<file path="config.mk">
export PLATFORM = sky130hd
export DESIGN_NAME = seq_detector_param
export DESIGN_NICKNAME = d
export VERILOG_FILES = /design/src/rtl/seq_detector_param.sv
export SDC_FILE = /design/constraint.sdc
export NUM_CORES = 1
export LEC_CHECK = 0
export ABC_CLOCK_PERIOD_IN_PS = 6800
export CAP_MARGIN = 40
export CORE_ASPECT_RATIO = 0.75
export CORE_MARGIN = 4
export CORE_UTILIZATION = 40
export CTS_BUF_LIST = sky130_fd_sc_hd__clkbuf_8
export CTS_CLUSTER_DIAMETER = 120
export DETAILED_ROUTE_END_ITERATION = 10
export SYNTH_ARGS = -nofsm -noshare
export SYNTH_HDL_FRONTEND = slang
export SYNTH_SLANG_ARGS = --single-unit
</file>
<file path="constraint.sdc">
create_clock -name clk -period 6.8 [get_ports clk]
set_input_delay 1.36 -clock clk [delete_from_list [all_inputs] [get_ports clk]]
set_output_delay 1.36 -clock clk [all_outputs]
set_load 0.01 [all_outputs]
</file>
<file path="src/rtl/seq_detector_param.sv">
// Parametrised Moore sequence detector for the serial front end.
// It matches a compile-time pattern, supports overlap or non-overlap matching, and keeps a saturating match count.
module seq_detector_param #(
  parameter int                   PATTERN_W = 4,
  parameter logic [PATTERN_W-1:0] PATTERN   = 4'b1010,
  parameter int                   CNT_W     = 8
) (
  input  logic             clk,
  input  logic             rst_n,
  input  logic             x,
  input  logic             en,
  input  logic             overlap,
  input  logic             clr,
  output logic             z,
  output logic [CNT_W-1:0] match_cnt
);

  generate
    if (PATTERN_W < 2 || PATTERN_W > 16) begin : g_bad_pattern_w
      $fatal(1, "seq_detector_param: PATTERN_W must be in 2..16");
    end
    if (CNT_W < 1 || CNT_W > 16) begin : g_bad_cnt_w
      $fatal(1, "seq_detector_param: CNT_W must be in 1..16");
    end
  endgenerate

  localparam int                FILL_W    = $clog2(PATTERN_W + 1);
  localparam logic [FILL_W-1:0] FILL_FULL = FILL_W'(PATTERN_W);
  localparam logic [CNT_W-1:0]  CNT_MAX   = '1;

  logic [PATTERN_W-1:0] hist;
  logic [PATTERN_W-1:0] hist_n;
  logic [FILL_W-1:0]    fill;
  logic [FILL_W-1:0]    fill_n;
  logic                 hit;

  function automatic logic [FILL_W-1:0] fill_sat_inc(input logic [FILL_W-1:0] f);
    return (f == FILL_FULL) ? f : f + 1'b1;
  endfunction

  function automatic logic [CNT_W-1:0] cnt_sat_inc(input logic [CNT_W-1:0] c);
    return (c == CNT_MAX) ? c : c + 1'b1;
  endfunction

  // The fill gate keeps stale zeros in hist from matching an all-zero pattern.
  always_comb begin
    hist_n = {hist[PATTERN_W-2:0], x};
    fill_n = fill_sat_inc(fill);
    hit    = (fill_n == FILL_FULL) && (hist_n == PATTERN);
  end

  // Registered state and outputs: z depends only on flops.
  always_ff @(posedge clk or negedge rst_n) begin
    if (!rst_n) begin
      hist      <= '0;
      fill      <= '0;
      z         <= 1'b0;
      match_cnt <= '0;
    end else if (clr) begin
      hist      <= '0;
      fill      <= '0;
      z         <= 1'b0;
      match_cnt <= '0;
    end else if (!en) begin
      z <= 1'b0;
    end else begin
      hist <= hist_n;
      z    <= hit;
      fill <= (hit && !overlap) ? '0 : fill_n;
      if (hit) match_cnt <= cnt_sat_inc(match_cnt);
    end
  end

endmodule

</file>
Yosys cells after proc, flatten, opt, wreduce, memory -nomap -nowiden. Cells that the tools add are included.

Bits in registers: 15. Input bits: 6. Output and inout port bits: 9. Word-level logic and storage cells: 29.

Add/subtract/negate cells: 2. Eq/ne operators: 5. Multiplexer cells: 12. Reductions and logical operators: 6.

Operator list (count): 8-bit 2-to-1 mux (4); 3-bit 2-to-1 mux (6); 8-bit by 1-bit adder with 8-bit output, second input constant (1); 8-bit equality test, second input constant (1); 3-bit equality test, second input constant (2); 4-bit equality test, second input constant (1); 2-bit nonzero test (2); 3-bit by 1-bit adder with 3-bit output, second input constant (1); 3-bit AND reduction (1); 1-bit logical AND (2); 1-bit 2-to-1 mux (2); 2-bit inequality test, second input constant (1); 1-bit logical NOT (1).

Longest topological paths before layout.
Depth in word-level cells: 8. Gate-level depth with buffers: 7. Gate-level depth less buffers: 6.

Worst setup path after synthesis. No wires, ideal clock.

Path type: input -> register. From: input port x. To: register match_cnt[5]. Setup time: 128 ps. Arrival: 2703 ps. Required time: 6672 ps. Setup slack: 3970 ps. Stages: 5. Path buffers: 1. Cell sequence: or3b_4 > or2_0 > buf_2 > nor4_1 > mux2_1.

Word-level cells in the longest chain between the ends: 4.

Ends and longest elaborated chain: start, declared (RTL line 10) `input logic x,`; 4-bit equality test (RTL line 49) `hit = (fill_n == FILL_FULL) && (hist_n == PATTERN);`; 1-bit logical AND (RTL line 49); 2-bit nonzero test (no source line); 3-bit AND reduction (no source line); end signal, assigned (RTL line 70) `if (hit) match_cnt <= cnt_sat_inc(match_cnt);`; end, declared (RTL line 15) `output logic [CNT_W-1:0] match_cnt`.

No other way between the ends. A chain may end at the register's enable or synchronous reset.

Worst setup path after layout. Same ends and word-level chain as after synthesis.

==> reports/qor.txt <==
post-CTS resize count = 0
RR Endpoint = match_cnt[5]
max-cap violation count = 0
# hold bufs at CTS = 0
deepest clock path buffer count = 2
area leader, netlist = dfrtp_1
Total GRT Usage = 13.74%
first-pass GRT wire length = 3291 um
CP top delay family = simple AND/OR/NAND/NOR gates
Critical Path, Cell by Cell = clkdlybuf4s50_1 > or3b_4 > or2_0 > nor4_1 > mux2_1
Tightest Hold Check Type = reg2reg
initial core utilization = 44.00%
Synth Instances = 97
# DRC = 0
WS Path Type = in2reg
Routed WL = 1981 um
vias in the first global route = 683
Fin Clk Skew = 0.004085 ns
FP Rows = 14
Mapped Nets = 106
post-route minimum period = 3.171 ns
Worst path max stage delay = 0.42 ns
largest net degree at the start of global routing = 21
reg2reg setup slack = 4.26 ns
status = completed
GP Congestion = 0.9011
setup TNS = 0 ns
Cell variety after synth = 36
# H-tree levels = 1
DR WL/cell = 14.78 um
pwr dens = 165.1 nW/um^2
Multi-input gate area = 510.5 sq um
postcts setup bufs = 0
Fillers = 199
full die area = 3131 sq um
Syn Area/Cell = 9.455 sq um
DRT iter0 DRCs = 43
Seq/Total Area, Yosys = 40.93%
Area Overhead vs Synth = 21.28%
max-slew headroom at the worst pin = 53.79%
Max FO, Critical Path = 7
GRT overflow = 0
total CTS buffers = 3
vias after detailed routing = 768
Worst R2R Path Depth = 6
total power = 183.6 uW
RSZ-0062 raised after global routing = no
post-synth top area share = 40.93%
IO Count = 15
Storage cell area = 375.4 sq um
first drt pass iteration count = 4
Hold Startpoint = hist[2]
Worst-path clk slew = 0.06 ns
post-synthesis register bit count = 15
initial antenna violation count = 0
top achievable clock speed = 315.3 MHz
worst r2r src = fill[0]
CP max-delay cell = clkdlybuf4s50_1
CP arrival = 3.30 ns
Chip Width = 63.29 um
I/O Buffers = 14
Hold Path End = hist[2]
clock latency on the worst-skew pair = 0.25 ns
Clock Tree Root = clkbuf_8
CP required = 6.93 ns
Final ANT Viol Nets = 0
vias per inst = 5.731
CTS sink cnt = 15
count of final setup violators = 0
final hold vios = 0
CTS tree = built
ANT cells = 0
Peak VDD IR = 0.08619 mV
chip height = 49.47 um
Period Utilization, post-route = 46.64%
Crit path buffers/inverters = 1
share of cells above drive strength 1 = 4.545%
Synth Cell Area = 917.1 sq um
Startpoint Class = primary input
Area contributors post-synth = dfrtp_1 41%, mux2_1 6.1%, nor2_1 4.9%, mux2i_1 4.4%, ha_1 4.1%
DPL Wire Length = 1450 um
Worst setup EP type = flip-flop
fin. max-slew vios = 0
Yosys warnings = 0
Hold Path Stages = 2
final net count = 120
static leakage = 0.4691 nW
core area = 2085 sq um
Worst Tran Pin Value = 0.6909 ns
-- cell usage after synthesis --
library cell,count
xor2_1,1
ha_1,3
nor2_1,12
o31ai_1,2
nand2_1,4
a211o_1,1
nor4_1,4
nor3b_1,1
mux2i_1,4
buf_1,1
xnor2_1,1
nand3_1,4
nor2b_1,5
nor3_1,1
nand4bb_1,1
dfrtp_1,15
nor4b_1,1
buf_2,1
nand4_1,5
and3_1,1
nand2b_1,1
or4_1,1
o21ai_0,1
a21oi_1,4
or2_0,1
and2_1,1
or3b_4,1
mux2_1,5
nand3b_1,2
inv_1,3
a41o_1,1
clkbuf_1,3
and4_1,2
nand4b_1,1
a31o_2,1
a31oi_1,1
-- registers in the layout, summed over array words and instances, names as in the netlist --
name / flops
fill: 3
hist: 3
match_cnt: 8
z: 1
-- through the flow --
step / worst slack (ns) / std cells / utilization, % / instance area (sq um) / hold slack (ns)
2_1_floorplan: 3.970 / 97 / - / 917.1 / 0.4874
5_1_grt: 3.543 / 134 / 53.36 / 1112 / 0.5626
3_5_place_dp: 3.386 / 130 / 51.20 / 1067 / 0.5263
6_report: 3.629 / 134 / 53.36 / 1112 / 0.5272
4_1_cts: 3.649 / 134 / 53.36 / 1112 / 0.5398
3_3_place_gp: 3.426 / 130 / 51.20 / 1067 / 0.5061
-- final cells by class --
cell class / instances / share of cell area (%)
Inverter: 3 / 1.012
Tap cell: 24 / 2.700
Clock buffer: 3 / 3.712
Clock inverter: 1 / 0.3375
Sequential cell: 15 / 33.75
Timing Repair Buffer: 14 / 12.60
Multi-Input combinational cell: 74 / 45.89
-- worst reg2reg max path, cell delays in order (launching register included) --
cell and delay (ns):
dfrtp_1 0.46, inv_1 0.10, ha_1 0.32, or3b_4 0.41, or2_0 0.35, nor4_1 0.42, mux2_1 0.36
-- report_power, final --
part / internal [mW] / total, mW / switching [mW]
Sequential: 0.0912 / 0.0935 / 0.00229
Combinational: 0.00892 / 0.0196 / 0.0106
Clock: 0.0400 / 0.0706 / 0.0306
Total: 0.140 / 0.184 / 0.0435
-- kinds of logic (layout without fill, tap and decap cells) --
| logic type | after synthesis | in the layout | synth area share [%] |
|---|---|---|---|
| multiplexers | 9 | 9 | 10.50 |
| adder cells (fa/ha/maj) | 3 | 3 | 4.093 |
| flip-flops | 15 | 15 | 40.93 |
| AO/OA/AOI/OAI | 11 | 11 | 8.049 |
| XOR/XNOR | 2 | 2 | 1.910 |
| AND/OR/NAND/NOR | 49 | 49 | 31.11 |
| buffers and inverters | 8 | 21 | 3.410 |
-- worst max path at each step --
stage | cells after the start | endpoint | startpoint
2_1_floorplan | 5 | match_cnt[5] | x
6_report | 5 | match_cnt[5] | x
3_5_place_dp | 5 | match_cnt[5] | x
3_3_place_gp | 5 | match_cnt[5] | x
4_1_cts | 5 | match_cnt[5] | x
5_1_grt | 5 | match_cnt[5] | x
-- placed cells by master (no fill, tap or decap), types with 2 or more instances in the layout --
master / instances
nand3b_1: 2
a21oi_1: 4
nand4_1: 5
and4_1: 2
nor4_1: 4
mux2i_1: 4
clkdlybuf4s50_1: 14
nor2_1: 12
ha_1: 3
nand3_1: 4
dfrtp_1: 15
o31ai_1: 2
nor2b_1: 5
mux2_1: 5
nand2_1: 4
clkbuf_8: 3
inv_1: 4
-- routing by layer --
metal	track usage (%)	vias to the layer above	wire (um)	part of all wire, %
met5	0	-	0	0
met4	5.376	0	27	1.4
li1	-	382	-	-
met3	5.455	4	180	9.1
met1	19.97	354	955	48
met2	17.86	28	819	41
(Power assumes the default switching activity.)
